<file path="config.mk">
export PLATFORM = sky130hd
export DESIGN_NAME = tea_arbiter
export DESIGN_NICKNAME = d
export VERILOG_FILES = /design/src/rtl/tea_arbiter.sv
export SDC_FILE = /design/constraint.sdc
export NUM_CORES = 1
export LEC_CHECK = 0
export ABC_AREA = 1
export CORE_AREA = 2 2 182 184
export CTS_BUF_LIST = sky130_fd_sc_hd__clkbuf_4 sky130_fd_sc_hd__clkbuf_8
export DETAILED_ROUTE_END_ITERATION = 6
export DIE_AREA = 0 0 184 186
export PLACE_DENSITY = 0.57
export SKIP_CTS_REPAIR_TIMING = 1
export SLEW_MARGIN = 20
export SYNTH_ARGS = -nofsm -noshare
export SYNTH_HDL_FRONTEND = slang
export SYNTH_SLANG_ARGS = --single-unit
</file>
<file path="constraint.sdc">
create_clock -name clk -period 4.8 [get_ports clk]
set_input_delay 0.72 -clock clk [delete_from_list [all_inputs] [get_ports clk]]
set_output_delay 0.72 -clock clk [all_outputs]
set_load 0.05 [all_outputs]
</file>
<file path="src/rtl/tea_arbiter.sv">
// Round-robin arbiter/sequencer sharing one TEA engine among NREQ requesters, one block in flight.
// Optional busy watchdog enabled by defining TEA_ARB_WDOG_EN.
module tea_arbiter #(
    parameter int unsigned NREQ    = 4,
    parameter int unsigned IDW     = 2,
    parameter int unsigned TIMEOUT = 64
) (
    input  logic              clk,
    input  logic              reset,
    input  logic [NREQ-1:0]   req_valid,
    input  logic [NREQ-1:0]   req_mode,
    input  logic [64*NREQ-1:0] req_data,
    output logic [NREQ-1:0]   req_ready,
    output logic [63:0]       eng_in,
    output logic              eng_mode,
    output logic              eng_write,
    input  logic [63:0]       eng_out,
    input  logic              eng_ready,
    output logic              rsp_valid,
    output logic [IDW-1:0]    rsp_id,
    output logic [63:0]       rsp_data,
    output logic              rsp_err,
    input  logic              rsp_ready
);

    if (NREQ < 2 || NREQ > 16 || (2 ** IDW) < NREQ || TIMEOUT == 0 || TIMEOUT > 65535)
    begin : g_bad_cfg
        $error("tea_arbiter: illegal parameter combination");
    end

    typedef enum logic [1:0] {StIdle, StIssue, StBusy, StResp} state_e;

    state_e          state_q, state_d;
    logic [IDW-1:0]  ptr_q, ptr_d;
    logic [63:0]     data_q, data_d;
    logic            mode_q, mode_d;
    logic [IDW-1:0]  id_q, id_d;
    logic [63:0]     rsp_data_q, rsp_data_d;
`ifdef TEA_ARB_WDOG_EN
    logic            rsp_err_q, rsp_err_d;
    logic [15:0]     wdog_q, wdog_d;
`endif

    // Round-robin search starting at ptr_q, wrapping modulo NREQ.
    logic            win_found;
    logic [IDW-1:0]  win_idx;
    logic [IDW:0]    cand;
    logic [63:0]     sel_data;
    logic            sel_mode;

    always_comb begin
        win_found = 1'b0;
        win_idx   = '0;
        cand      = '0;
        for (int unsigned k = 0; k < NREQ; k++) begin
            cand = {1'b0, ptr_q} + (IDW+1)'(k);
            if (cand >= (IDW+1)'(NREQ)) begin
                cand = cand - (IDW+1)'(NREQ);
            end
            if (!win_found && req_valid[cand[IDW-1:0]]) begin
                win_found = 1'b1;
                win_idx   = cand[IDW-1:0];
            end
        end
    end

    always_comb begin
        sel_data = '0;
        sel_mode = 1'b0;
        for (int unsigned i = 0; i < NREQ; i++) begin
            if (win_idx == IDW'(i)) begin
                sel_data = req_data[64*i +: 64];
                sel_mode = req_mode[i];
            end
        end
    end

    // State register
    always_ff @(posedge clk) begin
        if (reset) begin
            state_q    <= StIdle;
            ptr_q      <= '0;
            data_q     <= '0;
            mode_q     <= 1'b0;
            id_q       <= '0;
            rsp_data_q <= '0;
`ifdef TEA_ARB_WDOG_EN
            rsp_err_q  <= 1'b0;
            wdog_q     <= '0;
`endif
        end else begin
            state_q    <= state_d;
            ptr_q      <= ptr_d;
            data_q     <= data_d;
            mode_q     <= mode_d;
            id_q       <= id_d;
            rsp_data_q <= rsp_data_d;
`ifdef TEA_ARB_WDOG_EN
            rsp_err_q  <= rsp_err_d;
            wdog_q     <= wdog_d;
`endif
        end
    end

    // Next-state logic
    always_comb begin
        state_d    = state_q;
        ptr_d      = ptr_q;
        data_d     = data_q;
        mode_d     = mode_q;
        id_d       = id_q;
        rsp_data_d = rsp_data_q;
`ifdef TEA_ARB_WDOG_EN
        rsp_err_d  = rsp_err_q;
        wdog_d     = wdog_q;
`endif
        case (state_q)
            StIdle: begin
                if (win_found) begin
                    data_d  = sel_data;
                    mode_d  = sel_mode;
                    id_d    = win_idx;
                    ptr_d   = (win_idx == IDW'(NREQ - 1)) ? '0 : win_idx + IDW'(1);
                    state_d = StIssue;
                end
            end
            StIssue: begin
                state_d = StBusy;
`ifdef TEA_ARB_WDOG_EN
                wdog_d  = '0;
`endif
            end
            StBusy: begin
                // A completion in the same cycle as the timeout still wins.
                if (eng_ready) begin
                    rsp_data_d = eng_out;
`ifdef TEA_ARB_WDOG_EN
                    rsp_err_d  = 1'b0;
`endif
                    state_d    = StResp;
                end
`ifdef TEA_ARB_WDOG_EN
                else if (wdog_q == 16'(TIMEOUT - 1)) begin
                    rsp_data_d = '0;
                    rsp_err_d  = 1'b1;
                    state_d    = StResp;
                end else begin
                    wdog_d = wdog_q + 16'd1;
                end
`endif
            end
            StResp: begin
                if (rsp_ready) begin
                    state_d = StIdle;
                end
            end
            default: state_d = StIdle;
        endcase
    end

    // Outputs
    always_comb begin
        req_ready = '0;
        if (state_q == StIdle && win_found && !reset) begin
            req_ready[win_idx] = 1'b1;
        end
        eng_write = (state_q == StIssue);
        eng_in    = data_q;
        eng_mode  = mode_q;
        rsp_valid = (state_q == StResp);
        rsp_id    = id_q;
        rsp_data  = rsp_data_q;
`ifdef TEA_ARB_WDOG_EN
        rsp_err   = rsp_err_q;
`else
        rsp_err   = 1'b0;
`endif
    end

endmodule

</file>
# Word level (Yosys, flattened, before mapping)
# Cells that the tools add are included.
# totals
reg_bits,135
latch_bits,0
mem_bits_rw,0
romBits,0
inputBits,332
wordCells,84
memories,0
# classes
n_addsub,8
mul,0
n_div,0
magnitude_cmp,10
eq_ne,9
shift,0
mux,36
n_bitwise,0
n_reduce_logical,15
# op_table
cell,n
2-to-1 mux 64 bit,4
2-to-1 mux 2 bit,12
"< comparator 2 x 3 -> 1 bit, second input constant",5
2-to-1 mux 1 bit,13
"greater-or-equal comparator 3 bit, second input constant",3
binary-select mux 1 bit (select 2 bit),4
"equality test 2 bit, second input constant",4
one-hot mux 2 bit (4 select lines),1
"subtractor 2 x 1 -> 2 bit, second input constant",4
"adder 2 x 2 -> 3 bit, second input constant",2
logical AND 1 bit,6
"equality test 2 x 1 -> 1 bit, second input constant",2
logical NOT 1 bit,4
logical NOT 2 bit,2
2-to-1 mux 4 bit,1
"!= test 2 bit, second input constant",2
AND reduction 2 bit,2
"adder 2 x 1 -> 3 bit, second input constant",1
"greater-or-equal comparator 2 x 3 -> 1 bit, second input constant",1
AND reduction 3 bit,1
"adder 2 x 1 -> 2 bit, second input constant",1
demux 1 bit (select 2 bit),1
"greater-or-equal comparator 2 x 1 -> 1 bit, second input constant",1
"!= test 2 x 1 -> 1 bit, second input constant",1

# Logic depth before layout (Yosys ltp)
# Gate-level depths: netlist (run 1).
# logic_depth
word_depth,19
ltp_mapped,23

# Worst setup path after synthesis (run 1)
# Ideal clock, no wire load.
# synth_timing
kind,input port to output port
startpoint,input port req_valid[3]
endpoint,output port req_ready[1]
t_arrival_ps,2944
t_required_ps,4080
slack_ps,1136
cell_stages,16
n_path_buf,2
cell_sequence,inv_1 nand2_1 nand3_1 nand2_2 inv_1 nand2_1 nand2_1 nand2_1 inv_1 nand2_1 inv_1 ha_1 clkbuf_1 clkbuf_1 inv_1 nor2_1
# synth_via
elab_chain_len,17
# synth_rtl
element,line,text
start: declaration,10,"input logic [NREQ-1:0] req_valid,"
binary-select mux 1 bit (select 2 bit),60,if (!win_found && req_valid[cand[IDW-1:0]]) begin
2-to-1 mux 1 bit (implied by the code),60,
2-to-1 mux 1 bit,60,
logical NOT 1 bit,60,
logical AND 1 bit,60,
2-to-1 mux 1 bit,60,
logical NOT 1 bit,60,
logical AND 1 bit,60,
(+2 left out),--,
logical AND 1 bit,60,
2-to-1 mux 2 bit (*),60,
via win_idx[0],46,logic [IDW-1:0] win_idx;
< comparator 2 x 3 -> 1 bit (implied by the code) / greater-or-equal comparator 2 x 1 -> 1 bit (equally long branches),165,req_ready[win_idx] = 1'b1;
logical AND 1 bit (implied by the code),165,
2-to-1 mux 1 bit (implied by the code),165,
demux 1 bit (select 2 bit) (*),165,
2-to-1 mux 4 bit (*),164,if (state_q == StIdle && win_found && !reset) begin
end: declaration,13,"output logic [NREQ-1:0] req_ready,"
# Mark *: on every way through the listed nets, which the timed path passes. The rest lies on a longest branch. The select of a mux whose other input is x is not followed.

# Worst setup path after layout (run 1)
# Ends and elaborated chain as after synthesis.

==> metrics.csv, run 1 <==
stage,metric,value,unit
setup_path,CP top delay family,buffers and inverters,
detailed_routing,DRT Pass-1 Iters,5,
floorplanning,die span in y,186,microns
placed_design,Final HPWL DP,23.9,mm
timing,post-layout min period,3890,ps
detailed_routing,initial DRC count,415,
synthesis,Post-synth EDFFs,0,
outcome,status,"finished, final reports clean",
floorplanning,die area,0.0342,sq mm
clocking,H-tree levels,4,
placed_design,Placement Cell Area,0.0121,sq mm
timing,RSZ-0062 raised after global routing,false,
min_path,Worst Hold Class,reg2reg,
timing,fin crit share,81.1,%
layout,cell area after layout,0.0125,sq mm
clocking,Max clock buf depth,2,
synthesis,Synth Area in XOR/XNOR,0,%
detailed_routing,DRC,0,
synthesis,largest cells by area after synthesis,"dfxtp_1 (38%), nand2_1 (16%), nor2_1 (14%)",
timing,setup TNS,0,ps
clocking,Root Driver,clkbuf_8,
setup_path,worst path cell trace,clkdlybuf4s50_1 -> inv_1 -> nand2_1 -> nand3_1 -> nand2_2 -> inv_1 -> nand3_1 -> nand2_1 -> inv_1 -> nand2_1 -> inv_1 -> ha_2 -> inv_1 -> nor2_1 -> buf_12,
setup_path,startpoint types,input port,
global_route,largest net degree at the start of global routing,71,
clocking,clk slew on worst S/H paths,80,ps
power,maximum vdd drop,446,uV
timing,final critical-path setup slack,905,ps
synthesis,largest family of logic cells by synthesized area,simple AND/OR/NAND/NOR gates,
placed_design,Final GP Congestion,0.821,
detailed_routing,post-route ant nets,0,
synthesis,post-synthesis simple-gate area fraction,32.4,%
timing,Setup Skew,10.0,ps
clocking,CTS tree,done,
synthesis,Yosys cell types,26,
global_route,first-pass GRT wire length,49.5,mm
synthesis,ys async rst share,0,%
power,PwrDens,744,mW/mm^2
clocking,TritonCTS buffer count,17,
global_route,initial antenna violation count,5,
layout,layout cell share with drive strength beyond 1,4.59,%
power,overall power,9.33,mW
setup_path,critical setup path kind,in2out,
timing,Finish-stage setup viols,0,
synthesis,leading area contributor after synthesis,dfxtp_1,
timing,max_slew headroom,40.5,%
synthesis,"Net Count, Synth",1457,
setup_path,Critical Path AT,3170,ps
layout,area growth from synthesis to layout,77.0,%
placed_design,Setup WS pre-CTS,609,ps
floorplanning,Ports,470,
timing,fin. max-slew vios,0,
synthesis,Syn Std Cell Area,0.00708,sq mm
setup_path,Critical Path Fanout Max,28,
detailed_routing,wire per inst,17.2,microns
detailed_routing,Vias,8872,
synthesis,Synth top area share,38.2,%
synthesis,Commonest cells post-synth,"nand2_1 (306), nor2_1 (268), dfxtp_1 (135)",
global_route,vias in the first global route,8589,
setup_path,"Req. time, crit path",4080,ps
synthesis,sequential-to-total area share from yosys stat,38.2,%
detailed_routing,Post-Route WL,33.7,mm
synthesis,"Top FF cell, synth",dfxtp_1,
power,leakage,5.10,nW
synthesis,Cells after Synth,1116,
synthesis,YS warnings,0,
setup_path,critical path's largest stage delay,610,ps
synthesis,most numerous cell in the Yosys netlist,nand2_1,
setup_path,worst path buffer plus inverter count,7,
synthesis,"flops & latches, synth",135,
timing,FMAX,0.257,GHz
global_route,GR Overflow Total,0,
floorplanning,Die Wd,184,microns
clocking,clock sinks,135,
floorplanning,Starting Density,22.0,%
timing,worst slew pin tran,892,ps
synthesis,adder-cell share of the synthesized area,1.59,%
floorplanning,total core area,0.0322,sq mm
setup_path,CP dominant cell by count,inv_1,
setup_path,critical path's slowest cell,ha_2,
synthesis,Mapped Avg Cell Area,6.34,sq um
setup_path,Worst Setup End Kind,output pin,
floorplanning,site row count,66,
global_route,total track usage,19.3,%
layout,nets,1876,
clocking,Clock Latency Late Sink,480,ps
synthesis,post-synthesis mux area share,0,%
placed_design,# port buffers,468,
synthesis,Synth Area in Compound Gates,21.3,%
job,Max Cap Viol,0,
timing,number of hold violations in the final report,0,
detailed_routing,vias per cell,4.53,
[layout make-up]
cell class                 count  area, sq um
antenna                        4         10.0
clock buffer                  18          248
clock inverter                12          154
fill                        3388        19700
inverter                      25          100
multi-input combinational    871         3930
sequential                   135         2700
tap                          408          510
timing repair buffer         485         4880
[sequential cells by signal (all words and copies together), names as in the netlist]
signal,flops
eng_in,64
rsp_data,64
ptr_q,2
rsp_id,2
state_q,2
eng_mode,1
[routing by layer]
| layer | GRT usage [%] | routed length, microns | vias to the layer above |
|---|---|---|---|
| met1 | 21.8 | 13400 | 3973 |
| met4 | 8.99 | 937 | 2 |
| li1 | - | - | 4454 |
| met2 | 31.9 | 16000 | 400 |
| met5 | 0 | 13 | - |
| met3 | 7.55 | 3400 | 43 |
[worst reg2reg max path: stages, from the launching register on]
cell and delay, ps:
dfxtp_1 590, inv_6 90, nand2_1 80, nand2_1 120, nand2_2 120, nand2_4 70, nor2_8 110, nand3_2 120
nand2_1 150, inv_1 80, ha_2 400, nor2_4 780, buf_12 270, nand2_1 80, nand2_1 80, o211ai_1 110
nand2_1 100, o21ai_0 80, nor2_1 110
[power by group]
part	internal [mW]	switching, mW
combinational	2.31	4.38
clock	0.521	0.498
sequential	1.45	0.172
total	4.28	5.05
[final timing paths]
kind | startpoint | to | slack [ps] | cells past startpoint
worst max-delay path | req_valid[3] | req_ready[1] | 910 | 15
worst min-delay path | rsp_id[0] | rsp_id[0] | 470 | 2
worst max register to register | ptr_q[0] | eng_in[34] | 1210 | 18
worst min register to register | rsp_id[0] | rsp_id[0] | 470 | 2
[layout by cell type, fill, tap and decap left out]
cell and n:
a21oi_1 70, buf_12 6, buf_4 15, bufinv_16 3, clkbuf_8 18, clkdlybuf4s50_1 464, clkinv_2 4, clkinv_4 2
clkinvlp_4 3, conb_1 1, dfxtp_1 135, diode_2 4, ha_1 6, ha_2 3, inv_1 18, inv_2 5
inv_6 2, nand2_1 305, nand2_2 5, nand2_4 2, nand3_1 8, nand3_2 1, nand3b_1 1, nand4_1 2
nor2_1 267, nor2_4 1, nor2_8 1, o211ai_1 65, o21ai_0 121, o21ai_1 11, o22ai_1 1
[through the flow]
step	utilization (%)	hold WS [ps]	instances
finish	38.9	474	1958
global route	38.9	504	1958
CTS	38.9	478	1954
detailed placement	37.6	465	1924
global placement	37.6	458	1924
floorplan	-	503	1116
[kinds of logic after synthesis]
group,Yosys count
AO/OA/AOI/OAI,268
flip-flops,135
buffers and inverters,110
adder cells (fa/ha/maj),9
AND/OR/NAND/NOR,593
other,1
Note: power is estimated with default switching activity, not from simulation.
==> run 2: changes to the inputs <==
--- a/config.mk
+++ b/config.mk
@@ -6,11 +6,11 @@
 export NUM_CORES = 1
 export LEC_CHECK = 0
 export ABC_AREA = 1
-export CORE_AREA = 2 2 182 184
+export CORE_AREA = 2 2 181 183
 export CTS_BUF_LIST = sky130_fd_sc_hd__clkbuf_4 sky130_fd_sc_hd__clkbuf_8
 export DETAILED_ROUTE_END_ITERATION = 6
-export DIE_AREA = 0 0 184 186
-export PLACE_DENSITY = 0.57
+export DIE_AREA = 0 0 183 185
+export PLACE_DENSITY = 0.59
 export SKIP_CTS_REPAIR_TIMING = 1
 export SLEW_MARGIN = 20
 export SYNTH_ARGS = -nofsm -noshare
==> constraint.sdc (replaced) <==
create_clock -name clk -period 3.1 [get_ports clk]
set_input_delay 0.465 -clock clk [delete_from_list [all_inputs] [get_ports clk]]
set_output_delay 0.465 -clock clk [all_outputs]
set_load 0.05 [all_outputs]
==> run 2 against run 1 <==
Net effect:
- core utilization rose by 1.8 points
- sequential cell count did not move
- count of clock-buffer cells in the layout rose by 1
- clock skew rose by 3.6 ps
- clock power is 86% higher
==> metrics.csv, run 2 (synthesis gave the netlist of run 1 again) <==
stage,metric,value,unit
outcome,status,"finished, final reports clean",
clocking,TritonCTS buffer count,17,
power,Clk pwr share,12.0,%
power,switching pwr,8.11,mW
setup_path,critical path startpoint,ptr_q[0],
setup_path,reg2reg end,eng_in[43],
setup_path,Critical Path AT,2430,ps
timing,RSZ-0062 raised after global routing,false,
setup_path,Critical Path Fanout Max,6,
setup_path,R2R cell count,19,
power,logic gate share of total power,72.0,%
timing,number of hold violations in the final report,0,
setup_path,startpoint types,register,
global_route,total track usage,19.8,%
timing,setup TNS,0,ps
timing,fin. max-slew vios,0,
power,overall power,15.8,mW
power,maximum vdd drop,837,uV
floorplanning,Starting Density,22.1,%
power,Seq pwr share,16.0,%
global_route,vias in the first global route,8851,
detailed_routing,initial DRC count,311,
layout,most frequent cells in the layout,"clkdlybuf4s50_1 (464), nand2_1 (302), nor2_1 (263)",
setup_path,CP endpoint,req_ready[2],
timing,post-layout min period,2890,ps
setup_path,Worst Setup End Kind,output pin,
clocking,clock sinks,135,
layout,"leading cell type in the layout, fill and taps excluded",clkdlybuf4s50_1,
layout,cell area after layout,0.0130,sq mm
layout,# fillers,3393,
detailed_routing,Post-Route WL,34.7,mm
layout,nets,1899,
setup_path,critical setup path kind,reg2out,
job,Max Cap Viol,0,
clocking,Max clock buf depth,2,
timing,FMAX,0.346,GHz
global_route,GR Overflow Total,0,
timing,Setup Skew,13.6,ps
placed_design,Final HPWL DP,25.9,mm
timing,worst slew pin tran,682,ps
floorplanning,die span in y,185,microns
min_path,hold_sp,eng_in[7],
global_route,initial antenna violation count,3,
placed_design,# port buffers,468,
power,sw frac,51.3,%
timing,Finish-stage setup viols,0,
layout,area growth from synthesis to layout,84.1,%
clocking,Root Driver,clkbuf_8,
clocking,H-tree levels,4,
global_route,first-pass GRT wire length,50.8,mm
floorplanning,die area,0.0339,sq mm
detailed_routing,post-route ant nets,0,
min_path,Worst Hold Class,reg2reg,
setup_path,r2r setup slk,410,ps
power,leakage,5.32,nW
floorplanning,site row count,66,
detailed_routing,DRT Pass-1 Iters,5,
power,Pint,7.69,mW
timing,max_slew headroom,54.4,%
setup_path,RR Startpoint,ptr_q[0],
layout,# diodes,0,
placed_design,Final GP Congestion,0.883,
floorplanning,Die Wd,183,microns
floorplanning,total core area,0.0320,sq mm
floorplanning,Ports,470,
detailed_routing,vias per cell,4.55,
layout,Layout Cells excl Fill,1978,
timing,fin crit share,93.2,%
placed_design,placed cells,1943,
clocking,CTS tree,done,
detailed_routing,wire per inst,17.6,microns
placed_design,Placement Cell Area,0.0124,sq mm
power,PwrDens,1210,mW/mm^2
clocking,Clock Latency Late Sink,470,ps
clocking,clk slew on worst S/H paths,90,ps
detailed_routing,DRC,0,
detailed_routing,Vias,9001,
layout,layout cell share with drive strength beyond 1,6.82,%
global_route,largest net degree at the start of global routing,70,
setup_path,"Req. time, crit path",2630,ps
==> run 2: changes by cell type in the layout (fill, tap and decap cells not counted), moves of 3 or more <==
cell / delta
buf_12: +12
buf_4: +10
nand2_2: +3
ha_2: -3
nor2_4: +3
ha_4: +3
nor2_1: -4
diode_2: -4
nand2_1: -3
bufinv_16: +4
==> run 2: metrics by stage <==
step           hold slack [ps]  util (%)  worst slack, ps
5_1_grt                    506      40.7             8.56
6_report                   484      40.7              210
3_3_place_gp               464      38.8            -66.3
2_1_floorplan              503         -              150
4_1_cts                    489      40.3             -293
3_5_place_dp               470      38.8            -81.8
==> run 2: worst max-delay path: stages, from the launching register on <==
cell     delay (ps)
dfxtp_4         390
buf_4           160
nand2_1          70
nand2_2          90
nand2_2         100
nand2_4          70
nor2_8          110
nand3_1          80
nand3_1          90
nand2_2         120
inv_2           120
ha_4            170
inv_2            90
nor2_4          130
buf_12          150
==> run 2: layout make-up <==
| cell class | instances | area, sq um | share of cell area, % |
|---|---|---|---|
| clock inverter | 12 | 248 | 1.90 |
| inverter | 25 | 103 | 0.787 |
| tap | 408 | 510 | 3.92 |
| clock buffer | 19 | 249 | 1.91 |
| timing repair buffer | 508 | 5220 | 40.0 |
| sequential | 135 | 2710 | 20.8 |
| multi-input combinational | 871 | 4000 | 30.7 |
==> run 2: metal layers <==
metal | share of wire [%] | global-route usage [%] | vias up
met5 | 0.11 | 0 | -
met1 | 39 | 21.3 | 4093
met2 | 50 | 35.6 | 354
met4 | 2.3 | 7.26 | 6
met3 | 8.8 | 7.02 | 44
li1 | - | - | 4504
==> run 2: how the worst min path moves through the flow <==
stage                  to  slack [ps]  cells past startpoint
2_1_floorplan  state_q[1]         500                      2
3_3_place_gp   eng_in[45]         460                      2
3_5_place_dp   eng_in[45]         470                      2
4_1_cts        eng_in[45]         490                      2
5_1_grt         rsp_id[0]         510                      2
6_report        eng_in[7]         480                      2
==> run 2: power by group through the flow <==
stage	combinational [mW]	clock (mW)	sequential, mW
after detailed placement	11.2	0	2.56
after global routing	12.5	2.05	2.58
final	11.4	1.90	2.52
after global placement	11.1	0	2.55
after floorplan	5.57	0	4.07
after CTS	11.3	1.97	2.52
==> run 3: changes to the inputs <==
--- a/config.mk
+++ b/config.mk
@@ -11,6 +11,7 @@
 export DETAILED_ROUTE_END_ITERATION = 6
 export DIE_AREA = 0 0 183 185
 export PLACE_DENSITY = 0.59
+export REMOVE_ABC_BUFFERS = 1
 export SKIP_CTS_REPAIR_TIMING = 1
 export SLEW_MARGIN = 20
 export SYNTH_ARGS = -nofsm -noshare
==> run 3 against run 2 <==
Net effect:
- register-to-register slack better by 220 ps
- power is 4.9% lower
- worst hold slack hardly changed
- wire length is 4.0% lower
- die area stayed put
- critical path depth is 2 higher
- first-iteration DRC count is 13% lower
- sequential power hardly changed
- largest power group unchanged
- highest routed layer unchanged
==> metrics.csv, run 3 (synthesis gave the netlist of run 1 again) <==
stage,metric,value,unit
outcome,status,"finished, final reports clean",
clocking,clock sinks,135,
detailed_routing,DRC,0,
global_route,largest net degree at the start of global routing,135,
layout,Layout Cells excl Fill,1968,
power,overall power,15.0,mW
global_route,GR Overflow Total,0,
setup_path,critical path startpoint,req_valid[3],
timing,fin crit share,93.2,%
clocking,Clock Latency Late Sink,450,ps
timing,worst slew pin tran,797,ps
setup_path,RR Startpoint,ptr_q[0],
power,maximum vdd drop,731,uV
layout,Final Core Density,39.9,%
setup_path,worst path cell trace,clkdlybuf4s50_1 -> inv_1 -> nand2_1 -> nand3_1 -> nand2_2 -> inv_1 -> nand2_1 -> nand2_1 -> nand2_1 -> inv_1 -> nand2_1 -> buf_4 -> ha_4 -> inv_4 -> nor2_2 -> buf_12,
detailed_routing,Post-Route WL,33.3,mm
detailed_routing,DRT Pass-1 Iters,4,
detailed_routing,wire per inst,16.9,microns
setup_path,startpoint types,input port,
floorplanning,total core area,0.0320,sq mm
layout,"leading cell type in the layout, fill and taps excluded",clkdlybuf4s50_1,
layout,most frequent cells in the layout,"clkdlybuf4s50_1 (464), nand2_1 (304), nor2_1 (265)",
clocking,H-tree levels,4,
placed_design,Setup WS pre-CTS,35.9,ps
timing,post-layout min period,2890,ps
floorplanning,Starting Density,22.1,%
setup_path,critical path's largest stage delay,480,ps
timing,final critical-path setup slack,212,ps
floorplanning,Ports,470,
clocking,CTS tree,done,
setup_path,CP dominant cell by count,nand2_1,
setup_path,CP endpoint,req_ready[2],
setup_path,critical setup path kind,in2out,
global_route,vias in the first global route,8713,
placed_design,# port buffers,468,
global_route,initial antenna violation count,3,
placed_design,placed cells,1933,
setup_path,CP top delay family,buffers and inverters,
detailed_routing,vias per cell,4.51,
detailed_routing,initial DRC count,271,
global_route,grt met3 use,5.84,%
setup_path,r2r setup slk,630,ps
timing,FMAX,0.346,GHz
setup_path,Critical Path AT,2420,ps
timing,RSZ-0062 raised after global routing,false,
min_path,hold depth,2,
setup_path,Worst Setup End Kind,output pin,
detailed_routing,post-route ant nets,0,
detailed_routing,Vias,8871,
min_path,Worst Hold Class,reg2reg,
timing,fin. max-slew vios,0,
timing,Finish-stage setup viols,0,
setup_path,critical path's slowest cell,clkdlybuf4s50_1,
setup_path,worst path buffer plus inverter count,7,
setup_path,"Req. time, crit path",2630,ps
timing,Setup Skew,19.5,ps
floorplanning,die area,0.0339,sq mm
floorplanning,Die Wd,183,microns
clocking,Root Driver,clkbuf_8,
layout,area growth from synthesis to layout,80.5,%
global_route,first-pass GRT wire length,49.7,mm
timing,setup TNS,0,ps
clocking,Max clock buf depth,2,
timing,number of hold violations in the final report,0,
power,leakage,5.21,nW
setup_path,reg2reg end,eng_in[15],
placed_design,Final HPWL DP,23.9,mm
setup_path,Critical Path Fanout Max,9,
clocking,clk slew on worst S/H paths,80,ps
global_route,met2 Resource Use GR,33.6,%
floorplanning,site row count,66,
global_route,M1 GR Usage,22.3,%
floorplanning,die span in y,185,microns
timing,max_slew headroom,46.9,%
global_route,Most Crowded Layer GR,met2,
power,PwrDens,1180,mW/mm^2
layout,nets,1885,
setup_path,R2R cell count,18,
job,Max Cap Viol,0,
layout,layout cell share with drive strength beyond 1,5.72,%
setup_path,CP Depth,16,
global_route,total track usage,19.0,%
placed_design,Final GP Congestion,0.831,
clocking,TritonCTS buffer count,17,
run 3: layer usage:
| layer | vias up | wire, microns |
|---|---|---|
| li1 | 4483 | - |
| met1 | 4030 | 14100 |
| met2 | 335 | 16100 |
| met3 | 21 | 2660 |
| met4 | 2 | 463 |
| met5 | - | 6 |
run 3: worst min path at each step:
stage / to / slack [ps] / startpoint
final: rsp_id[0] / 480 / rsp_id[0]
after global placement: rsp_id[0] / 460 / rsp_id[0]
after global routing: eng_in[4] / 510 / eng_in[4]
after detailed placement: eng_in[10] / 470 / eng_in[10]
after floorplan: state_q[1] / 500 / state_q[1]
after CTS: eng_in[4] / 490 / eng_in[4]
run 3: report_power, final:
group / switching (mW) / internal, mW
logic: 6.90 / 3.96
registers: 0.277 / 2.25
clock network: 0.834 / 0.818
total: 8.01 / 7.02
run 3: layout make-up:
type	count	area, sq um
Antenna cell	3	7.51
Clock buffer	17	234
Clock inverter	15	189
Fill cell	3380	19300
Inverter	25	104
Multi-Input combinational cell	871	3970
Sequential cell	135	2710
Tap cell	408	510
Timing Repair Buffer	494	5060
run 3: worst min-delay path, stage by stage (launching register included):
cell	delay [ps]
dfxtp_1	320
nand2_1	60
a21oi_1	60
run 3: per-stage QoR:
| stage | cell area [sq um] | hold WS [ps] |
|---|---|---|
| finish | 12800 | 484 |
| detailed placement | 12300 | 471 |
| global route | 12800 | 508 |
| CTS | 12700 | 491 |
| floorplan | 6720 | 503 |
| global placement | 12300 | 458 |
